===== src/rtl/fifo_arb_pkg.sv =====
// fifo_arb_pkg: shared types and constants for the FIFO write-port arbiter.
package fifo_arb_pkg;
    typedef enum logic {ARB_IDLE = 1'b0, ARB_BURST = 1'b1} arb_state_e;
    localparam int FIFO_W = 16;
    localparam int STAT_W = 16;
    localparam logic [STAT_W-1:0] STAT_MAX = 16'hFFFF;
endpackage


===== src/rtl/fifo_wr_arbiter_rr_pick.sv =====
// rr_pick: rotate-priority encoder, first set req bit at or after rr_ptr (mod N).
module rr_pick #(
    parameter int N  = 4,
    parameter int IW = $clog2(N)
) (
    input  logic [N-1:0]  req,
    input  logic [IW-1:0] rr_ptr,
    output logic          any,
    output logic [IW-1:0] idx
);
    always_comb begin
        any = |req;
        idx = '0;
        for (int k = N - 1; k >= 0; k--) begin
            int p;
            p = int'(rr_ptr) + k;
            if (p >= N) p -= N;
            if (req[p]) idx = p[IW-1:0];
        end
    end
endmodule


===== src/rtl/fifo_wr_arbiter.sv =====
// fifo_wr_arbiter: round-robin burst arbiter sharing one FIFO write port among N producers.
// Define FIFO_ARB_STATS_EN to build saturating per-requester word counters on stats.
module fifo_wr_arbiter
    import fifo_arb_pkg::*;
#(
    parameter int N         = 4,
    parameter int W         = FIFO_W,
    parameter int MAX_BURST = 8
) (
    input  logic                   clk,
    input  logic                   rst,
    input  logic [N-1:0]           req,
    input  logic [N*W-1:0]         din_bus,
    input  logic [N-1:0]           last,
    output logic [N-1:0]           ack,
    output logic                   fifo_wr,
    output logic [W-1:0]           fifo_din,
    input  logic                   fifo_full,
    input  logic                   fifo_over,
    output logic [$clog2(N)-1:0]   grant_id,
    output logic                   busy,
    output logic                   err_over,
    output logic [N*STAT_W-1:0]    stats
);
    localparam int IW = $clog2(N);
    localparam logic [3:0] MB = 4'(MAX_BURST);

    arb_state_e    state_q, state_d;
    logic [IW-1:0] rr_ptr_q, rr_ptr_d, grant_id_q, grant_id_d, pick_idx;
    logic [3:0]    beat_cnt_q, beat_cnt_d;
    logic          err_over_q, err_over_d;
    logic          pick_any, acc, rel;

    rr_pick #(.N(N), .IW(IW)) u_pick (
        .req    (req),
        .rr_ptr (rr_ptr_q),
        .any    (pick_any),
        .idx    (pick_idx)
    );

    always_ff @(posedge clk or negedge rst) begin
        if (!rst) begin
            state_q    <= ARB_IDLE;
            rr_ptr_q   <= '0;
            grant_id_q <= '0;
            beat_cnt_q <= '0;
            err_over_q <= 1'b0;
        end else begin
            state_q    <= state_d;
            rr_ptr_q   <= rr_ptr_d;
            grant_id_q <= grant_id_d;
            beat_cnt_q <= beat_cnt_d;
            err_over_q <= err_over_d;
        end
    end

    always_comb begin
        acc        = (state_q == ARB_BURST) & req[grant_id_q] & ~fifo_full;
        // A dropped request releases the grant just like a final word.
        rel        = (acc & (last[grant_id_q] | (beat_cnt_q + 4'd1 == MB))) | ~req[grant_id_q];
        state_d    = (state_q == ARB_IDLE) ? ((pick_any & ~fifo_full) ? ARB_BURST : ARB_IDLE)
                                           : (rel ? ARB_IDLE : ARB_BURST);
        grant_id_d = (state_q == ARB_IDLE && pick_any && !fifo_full) ? pick_idx : grant_id_q;
        beat_cnt_d = (state_q == ARB_IDLE) ? 4'd0 : beat_cnt_q + {3'd0, acc};
        rr_ptr_d   = (state_q == ARB_BURST && rel)
                   ? ((grant_id_q == IW'(N - 1)) ? '0 : grant_id_q + 1'b1) : rr_ptr_q;
        err_over_d = err_over_q | fifo_over;
    end

    always_comb begin
        busy     = state_q == ARB_BURST;
        ack      = acc ? ({{(N-1){1'b0}}, 1'b1} << grant_id_q) : '0;
        fifo_wr  = acc;
        fifo_din = acc ? din_bus[grant_id_q*W +: W] : '0;
        grant_id = grant_id_q;
        err_over = err_over_q;
    end

`ifdef FIFO_ARB_STATS_EN
    logic [N*STAT_W-1:0] stats_q, stats_d;

    always_comb begin
        stats_d = stats_q;
        for (int i = 0; i < N; i++)
            stats_d[i*STAT_W +: STAT_W] = (ack[i] && stats_q[i*STAT_W +: STAT_W] != STAT_MAX)
                                        ? stats_q[i*STAT_W +: STAT_W] + 1'b1
                                        : stats_q[i*STAT_W +: STAT_W];
    end

    always_ff @(posedge clk or negedge rst) begin
        if (!rst) stats_q <= '0;
        else      stats_q <= stats_d;
    end

    assign stats = stats_q;
`else
    assign stats = '0;
`endif
endmodule

===== config.mk =====
export PLATFORM = sky130hd
export DESIGN_NAME = fifo_wr_arbiter
export DESIGN_NICKNAME = d
export VERILOG_FILES = /design/src/rtl/fifo_arb_pkg.sv /design/src/rtl/fifo_wr_arbiter_rr_pick.sv /design/src/rtl/fifo_wr_arbiter.sv
export SDC_FILE = /design/constraint.sdc
export NUM_CORES = 1
export LEC_CHECK = 0
export BUFFER_PORTS_ARGS = -buffer_cell sky130_fd_sc_hd__buf_2
export CORE_MARGIN = 2
export CORE_UTILIZATION = 36
export DETAILED_ROUTE_END_ITERATION = 10
export PLACE_DENSITY_LB_ADDON = 0.3
export SETUP_SLACK_MARGIN = 0.5
export SLEW_MARGIN = 5
export SYNTH_ARGS = -nofsm -noshare
export SYNTH_HDL_FRONTEND = slang
export SYNTH_SLANG_ARGS = --single-unit

===== constraint.sdc =====
create_clock -name clk -period 2.4 [get_ports clk]
set_clock_uncertainty 0.1 [all_clocks]
set_input_delay 0.24 -clock clk [delete_from_list [all_inputs] [get_ports clk]]
set_output_delay 0.24 -clock clk [all_outputs]
set_load 0.005 [all_outputs]

Word level (Yosys, flattened, before mapping)
Index checks and enable logic that the tools add are counted.
- register bits after elaboration: 10
- input bits: 76
- output and inout port bits: 89
- logic and storage cells: 74
- $add $sub $neg: 10
- eq/ne operators: 2
- reductions and logical operators: 5
- shift-type cells: 2
- bitwise logic cells: 10
- multiplexer cells: 31
- magnitude comparators: 9
- operators by type and width (kind ; number):
    $lt A32 B4 Y1 const B ; 4
    $mux W32 ; 4
    $ge A32 B4 Y1 const B ; 3
    $sub A32 B4 Y32 const B ; 3
    $shiftx A64 B7 Y16 ; 1
    $mux W16 ; 1
    $mux W1 ; 13
    $bmux W1 S2 ; 6
    $mux W2 ; 5
    $mux W4 ; 2
    $add A2 B2 Y3 const B ; 2
    $add A4 B1 Y4 ; 1
    $add A4 B1 Y4 const B ; 1
    $and A1 B1 Y1 ; 4
    $eq A4 B4 Y1 const B ; 1
    $reduce_or A4 Y1 ; 1
    $shl A1 B2 Y4 const A ; 1
    $sub A2 B3 Y4 const B ; 1
    $add A2 B1 Y3 const B ; 1
    $ge A2 B3 Y1 const B ; 1
    $logic_and A1 B1 Y1 ; 3
    $lt A2 B3 Y1 const B ; 1
    $not A1 Y1 ; 3
    $or A1 B1 Y1 ; 3
    other kinds (3) ; 3

Longest topological paths before layout
Gate-level depths: netlist (run 1).
- word-level depth: 10
- depth in mapped cells: 8
- mapped depth without buffers: 7

Hierarchy
From an unflattened synthesis (run 1), not the netlist that was laid out.
- cell total of the unflattened synthesis: 163
- area total of the unflattened synthesis: 1629.1 µm²
- modules (own cells, without submodules) (module ; cells each ; times used ; sequential area each (µm²) ; area an instance (µm²)):
    fifo_wr_arbiter ; 150 ; 1 ; 250.2 ; 1551.5
    rr_pick ; 13 ; 1 ; 0.0 ; 77.6

Least setup slack after synthesis (run 1)
No wires, ideal clock.
- path kind: register to register
- from: reg grant_id_q[0] (netlist: grant_id[0])
- to: reg beat_cnt_q[2]
- data arrival time: 1950 ps
- clock period less this slack: 2169 ps
- path slack: 231 ps
- stages on the path, launching flop included: 9
- data required time: 2181 ps
- setup time: 119 ps
- cells stage by stage: dfrtp_1 > mux4_2 > nand2_1 > nor2_1 > buf_2 > ha_1 > ha_1 > xor2_1 > and2_1
- longest elaborated chain between the ends: 6
- RTL lines (what ; RTL line ; RTL):
    start: declaration ; fifo_wr_arbiter.sv:29 ; logic [IW-1:0] rr_ptr_q, rr_ptr_d, grant_id_q, grant_id_d, pick_idx;
    start signal: assignment ; fifo_wr_arbiter.sv:51 ; grant_id_q <= grant_id_d;
    $bmux W1 S2 ; fifo_wr_arbiter.sv:58 ; acc = (state_q == ARB_BURST) & req[grant_id_q] & ~fifo_full;
    $mux W1 (implied by the code) ; fifo_wr_arbiter.sv:58 ;
    $and A1 B1 Y1 (2 in a row) ; fifo_wr_arbiter.sv:58 ;
    net fifo_wr ; fifo_wr_arbiter.sv:16 ; output logic fifo_wr,
    $add A4 B1 Y4 ; fifo_wr_arbiter.sv:64 ; beat_cnt_d = (state_q == ARB_IDLE) ? 4'd0 : beat_cnt_q + {3'd0, acc};
    $mux W4 ; fifo_wr_arbiter.sv:64 ;
    net beat_cnt_d[2] ; fifo_wr_arbiter.sv:30 ; logic [3:0] beat_cnt_q, beat_cnt_d;
    end signal: assignment ; fifo_wr_arbiter.sv:52 ; beat_cnt_q <= beat_cnt_d;
    end: declaration ; fifo_wr_arbiter.sv:30 ;
The timed path passes the listed nets, and every way through them passes these cells. The select of a mux whose other input is x is not followed.
A chain may end at the register's enable or synchronous reset.

Final worst setup path (run 1)
- from: reg grant_id_q[0] (netlist: grant_id[0])
- to: out ack[2]
- longest elaborated chain between the ends: 5
- elaborated cells between the ends (all ways): 6
- those cells by class: shift (1); mux (3); bitwise (2)
- RTL lines (what ; RTL line ; RTL):
    $bmux W1 S2 ; fifo_wr_arbiter.sv:58 ;
    $mux W1 (implied by the code) ; fifo_wr_arbiter.sv:58 ;
    $and A1 B1 Y1 (2 in a row) ; fifo_wr_arbiter.sv:58 ;
    $mux W4 * ; fifo_wr_arbiter.sv:72 ; ack = acc ? ({{(N-1){1'b0}}, 1'b1} << grant_id_q) : '0;
    end: declaration ; fifo_wr_arbiter.sv:15 ; output logic [N-1:0] ack,
Every way passes the cells marked *; elsewhere a longest branch is shown, timed or not. The select of a mux whose other input is x is not followed.

==> summary.txt, run 1 <==
Critical path
  • Critical path's top delay family: multiplexers
  • Critical Path Max Stage Delay: between 0.5 and 0.6 ns
  • Critical R2R Launch: grant_id[0]
  • WP data arrival: 1.68 ns
  • CP max FO: 5
  • Reg2reg end: beat_cnt_q[2]
  • CP startpoint kind: flip-flop
  • CP bufs+invs: 1
  • Slowest-stage cell, CP: mux4_2
  • Cell-by-cell trace of the critical path: mux4_2 -> nand2_4 -> nor2_2 -> and2_1 -> buf_2
  • Critical Path RT: about 2.1 ns
  • Crit Path Category: reg2out
  • R2R depth: 7
  • Flop2flop setup slack: 0.42 ns
  • Crit. End Element: primary output

Power
  • Cell-internal power: 0.000881 W
  • LEAKAGE: between 1 and 1.5 nW
  • Comb pwr share: 65.0%
  • Worst VDD drop: between 0.3 and 0.4 mV
  • Pwr Total: 0.00143 W
  • Psw: between 0.0005 and 0.0006 W
  • Pwr dens: approximately 690 mW/mm2
  • Clock power share: 14.9%
  • Switch share: 38.4%
  • Sequential power share: between 20% and 30%

Cells and area
  • Area of the multi-input gates: 0.00112 mm2
  • Number of fill cells: 448
  • Layout cell share with drive strength beyond 1: 53.2%
  • Area Overhead vs Synth: 29.3%
  • Reg area: approximately 250 um2
  • Post-Layout Inst Area: 0.00207 mm2
  • N_diodes: 0
  • Final net count: 348

Global route
  • Largest net degree at the start of global routing: 22
  • Remaining global-route overflow: 0
  • Gr usage total: between 10% and 20%
  • First-pass GRT wire length: 6290 um
  • Initial antenna violation count: 0
  • Vias in the first global route: 1252

Hold path
  • Worst hold start: fifo_over
  • HP Class: in2reg
  • Cells on Worst Hold Path: 2
  • Hold Path End: err_over

Die
  • Top Ports: 165
  • Die Area: 0.00499 mm2
  • Number of core rows: 24
  • Die Y: around 70 um
  • Placeable core area: 0.00432 mm2
  • Initial Util: a little under two fifths
  • Die width: ~71 um

Flow run
  • Max Cap Violations: 0

Logic synthesis
  • Largest family of logic cells by synthesized area: buffers and inverters
  • Synth Area in Compound Gates: 4.70%
  • Adder-cell area share of the yosys netlist: ~4.7%
  • Number of register bits inferred by synthesis: 10
  • Netlist Area Pre-Place: about 0.0016 mm2
  • Syn Area/Cell: 9.92 um2
  • Simple-gate share of the synthesized area: between 10% and 20%
  • Post-synthesis xor/xnor area fraction: 1.10%
  • Async SR Flop Fraction: 100%
  • Yosys warnings: 0
  • Number of synthesized flops with an enable pin: 0
  • Prevailing post-synth register cell: dfrtp_1
  • Sequential-to-total area share from yosys stat: 15.7%
  • Post-synthesis mux area share: 27.4%
  • Post-Synthesis Cells: 161
  • Count of unique library cells instantiated by Yosys: 27

Drt
  • Post-detailed-route DRC marker count: 0
  • Wire length per cell: 13.2 um
  • Antenna viol nets, final: 0
  • DRT Pass-1 Iters: 4
  • Routed wire length: around 4200 um
  • Vias per std cell: 4.29
  • 1st-iter DRT viols: 41
  • Via count: 1361

Clock network
  • H-tree Lvls: 1
  • CTS tree: done
  • Bufs on Longest Clock Path: 2
  • Cts bufs inserted: 3
  • Skew-Pair Late Insertion Delay: between 0.2 and 0.25 ns
  • Root Driver: clkbuf_8
  • Clk sink count: 10
  • Worst-path clk slew: about 0.050 ns

Timing
  • Final period utilization: between 80% and 90%
  • Final slew viol count: 0
  • Setup ws final: about 0.38 ns
  • Worst slew pin tran: 0.792 ns
  • Worst hold margin: roughly 0.11 ns
  • Hold Violations, Final: 0
  • Setup_tns: 0 ns
  • Final setup fails: 0
  • Minimum clock period: just over 2 ns
  • RSZ-0062 raised after global routing: yes
  • Fmax: between 400 and 500 MHz
  • Slew headroom: 46.5%

Status
  • Outcome: finished, final reports clean

Placement
  • RD Place Congestion: 0.762
  • # port buffers: 100
  • Place WS: approximately 0.36 ns
  • Post-DP HPWL: 3350 um
  • Post-DP Area: 0.00194 mm2
metal layers:
metal / up-vias / GRT usage (%) / part of all wire [%]
met1: 641 / 18.5 / 38
li1: 637 / - / -
met3: 0 / 2.28 / 8.2
met5: - / 0 / 0
met2: 83 / 30.4 / 53
met4: 0 / 2.73 / 0
worst max path at each step:
stage	slack, ns	end	depth (start not counted)	start
after floorplan	0.41	beat_cnt_q[2]	8	grant_id[0]
after global placement	0.41	beat_cnt_q[3]	7	grant_id[0]
after detailed placement	0.36	beat_cnt_q[3]	7	grant_id[0]
after CTS	0.35	fifo_din[8]	4	grant_id[0]
after global routing	0.32	fifo_din[15]	5	grant_id[0]
final	0.38	ack[2]	5	grant_id[0]
worst register-to-register path, stage by stage, from the launching register on:
cell	delay [ns]
dfrtp_2	0.40
mux4_2	0.55
nand2_4	0.13
nor2_4	0.08
ha_4	0.18
ha_4	0.15
xor2_1	0.12
and2_1	0.15
synthesized netlist by cell type (2+ instances only):
master   instances  area [um2]
dfrtp_1         10         250
mux4_2          18         405
inv_1            4        15.0
o41ai_1          2        17.5
a21oi_1          3        15.0
nand2_1          4        15.0
and2_1          24         150
buf_2            2        10.0
ha_1             6        75.1
mux2_2           2        22.5
o21ai_0          2        10.0
buf_4           66         495
nor2_1           4        15.0
registers in the layout, summed over array words and instances (netlist names):
signal	flops
err_over	1
rr_ptr_q	2
grant_id	2
busy	1
beat_cnt_q	4
what timing repair did:
action                                 CTS  global route
setup endpoints to repair               24            26
pin swaps                                1             1
setup buffers                            0             1
cloned                                   1             1
hold buffers                             1             0
endpoints found under the hold margin   10             0
gates resized for setup                  4             5
cells by family after synthesis:
group / after synthesis
AOI/OAI and AO/OA: 11
xor gates and xnor gates: 2
adders and majority gates: 6
buffers and inverters: 74
DFF: 10
muxes: 21
other: 1
and+or+nand+nor: 36
area by class of cell:
cell class	instances	area share, %
clock buffer	4	2.67
inverter	4	0.727
multi-input combinational	142	54.3
sequential	10	12.2
tap	52	3.15
timing repair buffer	105	27.0
stage by stage:
step / std cells / utilization [%]
finish: 317 / 47.8
global route: 317 / 47.8
CTS: 315 / 47.0
detailed placement: 309 / 45.0
global placement: 309 / 45.0
floorplan: 224 / -
power by group through the flow:
stage	Clock [W]	Combinational, W	Sequential, W
5_1_grt	0.000226	0.00103	0.000296
6_report	0.000213	0.000930	0.000288
2_1_floorplan	0	0.000709	0.000279
3_3_place_gp	0	0.000851	0.000285
4_1_cts	0.000216	0.000905	0.000291
3_5_place_dp	0	0.000867	0.000289
placed cells by master (no fill, tap or decap):
master | synthesis | final
o21ai_0 | 2 | 2
ha_1 | 6 | 4
conb_1 | 1 | 64
buf_4 | 66 | 3
dlygate4sd3_1 | 0 | 1
o21ai_2 | 1 | 1
nor2_2 | 0 | 1
mux2i_1 | 1 | 1
nand2_1 | 4 | 3
or2_2 | 1 | 1
nor3b_1 | 1 | 1
o21ba_1 | 1 | 1
clkbuf_8 | 0 | 4
xor2_1 | 1 | 1
nor2_4 | 0 | 2
dfrtp_2 | 0 | 1
nand2_4 | 0 | 1
o21a_1 | 1 | 1
mux4_2 | 18 | 18
and4b_1 | 1 | 1
ha_4 | 0 | 2
mux2_2 | 2 | 2
nand3_1 | 1 | 1
nor2_1 | 4 | 3
o41ai_1 | 2 | 2
inv_1 | 4 | 4
buf_2 | 2 | 98
o22ai_1 | 1 | 1
buf_6 | 0 | 3
dfrtp_1 | 10 | 9
and2_1 | 24 | 20
and2_4 | 0 | 4
xnor2_1 | 1 | 1
a21oi_1 | 3 | 3
Power figures use the tool's default switching activity.
==> run 2: changes to the inputs <==
--- a/config.mk
+++ b/config.mk
@@ -5,9 +5,10 @@
 export SDC_FILE = /design/constraint.sdc
 export NUM_CORES = 1
 export LEC_CHECK = 0
+export ABC_AREA = 1
 export BUFFER_PORTS_ARGS = -buffer_cell sky130_fd_sc_hd__buf_2
 export CORE_MARGIN = 2
-export CORE_UTILIZATION = 36
+export CORE_UTILIZATION = 35
 export DETAILED_ROUTE_END_ITERATION = 10
 export PLACE_DENSITY_LB_ADDON = 0.3
 export SETUP_SLACK_MARGIN = 0.5
==> constraint.sdc (replaced) <==
create_clock -name clk -period 1.7 [get_ports clk]
set_clock_uncertainty 0.1 [all_clocks]
set_input_delay 0.17 -clock clk [delete_from_list [all_inputs] [get_ports clk]]
set_output_delay 0.17 -clock clk [all_outputs]
set_load 0.005 [all_outputs]
==> summary.txt, run 2 <==
Logic synthesis
  • Synth area leader: buf_4
  • Post-Synthesis Cells: 311
  • Yosys warnings: 0
  • Synth top cells by count: nor2_1, buf_4, nand2_1
  • Largest family of logic cells by synthesized area: buffers and inverters
  • Sequential-to-total area share from yosys stat: a little over an eighth
  • Netlist Area Pre-Place: 0.00190 mm2
  • Number of synthesized flops with an enable pin: 0
  • Post-synthesis xor/xnor area fraction: 0.924%
  • Top-count cell post-synth: nor2_1
  • Post-synthesis mux area share: 0%
  • Number of register bits inferred by synthesis: 10
  • Count of unique library cells instantiated by Yosys: 25
  • Async SR Flop Fraction: between 90% and 100%
  • Simple-gate share of the synthesized area: 29.6%
  • Syn Area/Cell: 6.10 um2
  • Top-area cell type share of the netlist area: 26.5%
  • Synth Area in Compound Gates: approximately 18%
  • Prevailing post-synth register cell: dfrtp_1
  • Top cells by area, synth: buf_4, nor2_1, dfrtp_1, o21ai_0, nand2_1
  • Adder-cell area share of the yosys netlist: 3.96%

Global route
  • Vias in the first global route: 1874
  • Gr usage total: 17.4%
  • Largest net degree at the start of global routing: 20
  • Initial antenna violation count: 0
  • Remaining global-route overflow: 0
  • First-pass GRT wire length: 8710 um

Critical path
  • CP max FO: 6
  • Slowest-stage cell, CP: dfrtp_2
  • Critical Path Most Common Cell: a21oi_2
  • CP startpoint kind: flip-flop
  • Critical Path RT: 1.43 ns
  • WP data arrival: 1.54 ns
  • Crit Path Category: reg2out
  • Critical Path Max Stage Delay: 0.45 ns
  • Crit. End Element: primary output
  • Cell-by-cell trace of the critical path: a21oi_2 -> o21ai_2 -> nand2_2 -> nand3_4 -> buf_12 -> a21oi_2 -> buf_2

Status
  • Outcome: finished, violations left
  • Failing checks: setup timing

Cells and area
  • Commonest cells after routing, fill and taps aside: buf_2, nor2_1, conb_1
  • Post-route insts no fill: ~500
  • Layout cell share with drive strength beyond 1: 44.7%
  • Most common cell after layout, fill and taps aside: buf_2
  • N_diodes: 0
  • Area Overhead vs Synth: 44.2%
  • Max reg flops: 4
  • Final net count: 508
  • Biggest register: beat_cnt_q
  • Layout Utilization: between 50% and 60%

Drt
  • DRT Pass-1 Iters: 4
  • Met2 WL: around 3000 um
  • Via count: about 2100
  • Wire length per cell: approximately 12 um
  • Routed wire length: 5810 um
  • Vias per std cell: 4.30
  • DR top layer: met4
  • Post-detailed-route DRC marker count: 0
  • M1 WL: 2290 um
  • 1st-iter DRT viols: 103
  • Detail Route met3 WL: 416 um
  • Antenna viol nets, final: 0

Clock network
  • Skew-Pair Late Insertion Delay: between 0.2 and 0.25 ns
  • Cts bufs inserted: 3
  • H-tree Lvls: 1
  • CTS tree: done
  • Clk sink count: 10
  • Bufs on Longest Clock Path: 2
  • Root Driver: clkbuf_8
  • Worst-path clk slew: 0.05 ns

Timing
  • Final setup fails: 24
  • Setup ws final: -0.112 ns
  • Fmax: 552 MHz
  • Final slew viol count: 0
  • Setup_tns: -2.12 ns
  • RSZ-0062 raised after global routing: yes
  • Minimum clock period: 1.81 ns
  • Hold Violations, Final: 0
  • Final period utilization: 107%

Die
  • Top Ports: 165
  • Placeable core area: 0.00517 mm2
  • Die Area: 0.00602 mm2
  • Die Y: 77.6 um
  • Initial Util: 36.6%
  • Die width: 77.6 um
  • Number of core rows: 26

Placement
  • Place WS: ~0.058 ns
  • Dpl cells: ~480
  • # port buffers: 100
  • RD Place Congestion: 0.863
  • Post-DP HPWL: 4220 um

Hold path
  • HP Class: in2reg

Power
  • Pwr Total: 0.00368 W
  • Worst VDD drop: approximately 0.9 mV
  • LEAKAGE: roughly 1.5 nW
  • Pwr dens: 1350 mW/mm2

Flow run
  • Max Cap Violations: 0
run 2: cell types whose count changed after synthesis, sizes merged, moves of 16 or more:
cell | before | now
inv | 4 | 20
nand2 | 4 | 41
nor2 | 4 | 78
and2 | 24 | 0
a21oi | 3 | 19
mux4 | 18 | 0
o21ai | 3 | 38
run 2: metal layers:
layer,global-route usage (%),vias up
li1,-,1085
met1,20.7,955
met2,33.3,85
met3,3.02,2
met4,1.61,0
met5,0,-
run 2: layout make-up:
cell class / count / area, um2
multi-input combinational: 266 / 1420
timing repair buffer: 125 / 837
clock buffer: 4 / 55.1
sequential: 10 / 254
fill: 527 / 2440
inverter: 20 / 82.6
tap: 70 / 87.6
run 2: worst paths after layout:
kind,slack [ns],cells past startpoint,startpoint,end
min,0.02,2,fifo_over,err_over
max,-0.11,7,grant_id[0],fifo_din[5]
min reg2reg,0.37,1,err_over,err_over
min in group asynchronous,0.22,2,rst,err_over
max reg2reg,-0.10,10,grant_id[0],beat_cnt_q[2]
max in group asynchronous,1.06,2,rst,grant_id[1]
run 2: cell families (layout without fill, tap and decap cells):
logic type,Yosys count,in the layout
simple gates,137,137
buf+inv,98,149
compound gates,57,57
flops,10,10
fa+ha+maj,6,6
xor+xnor,2,2
other cells,1,64
run 2: repair_timing:
item / CTS / global route
pin swaps: 9 / 8
gates resized for setup: 16 / 29
hold buffers: 1 / 0
endpoints found under the setup margin: 32 / 32
endpoints found under the hold margin: 10 / 0
setup buffers: 6 / 2
cloned: 2 / 1
run 2: worst max-delay path: cells and delay by family (launching register included):
| kind | cells | cell delay [ns] |
|---|---|---|
| AO/OA/AOI/OAI | 3 | 0.31 |
| buffers and inverters | 2 | 0.31 |
| flip-flops | 1 | 0.45 |
| AND/OR/NAND/NOR | 2 | 0.22 |
run 2: report_power, final:
part | switching (W) | total (W) | leakage, nW | internal [W]
registers | 0.000128 | 0.000440 | 0.122 | 0.000312
clock network | 0.000104 | 0.000309 | 0.0288 | 0.000205
logic | 0.00160 | 0.00293 | 1.34 | 0.00133
total | 0.00184 | 0.00368 | 1.49 | 0.00185
run 2: per-stage QoR:
step           hold slack (ns)  cell area [um2]
5_1_grt                 0.0248             2730
3_5_place_dp           -0.0484             2350
6_report                0.0184             2730
3_3_place_gp           -0.0525             2350
4_1_cts                 0.0180             2580
2_1_floorplan           -0.226             2230
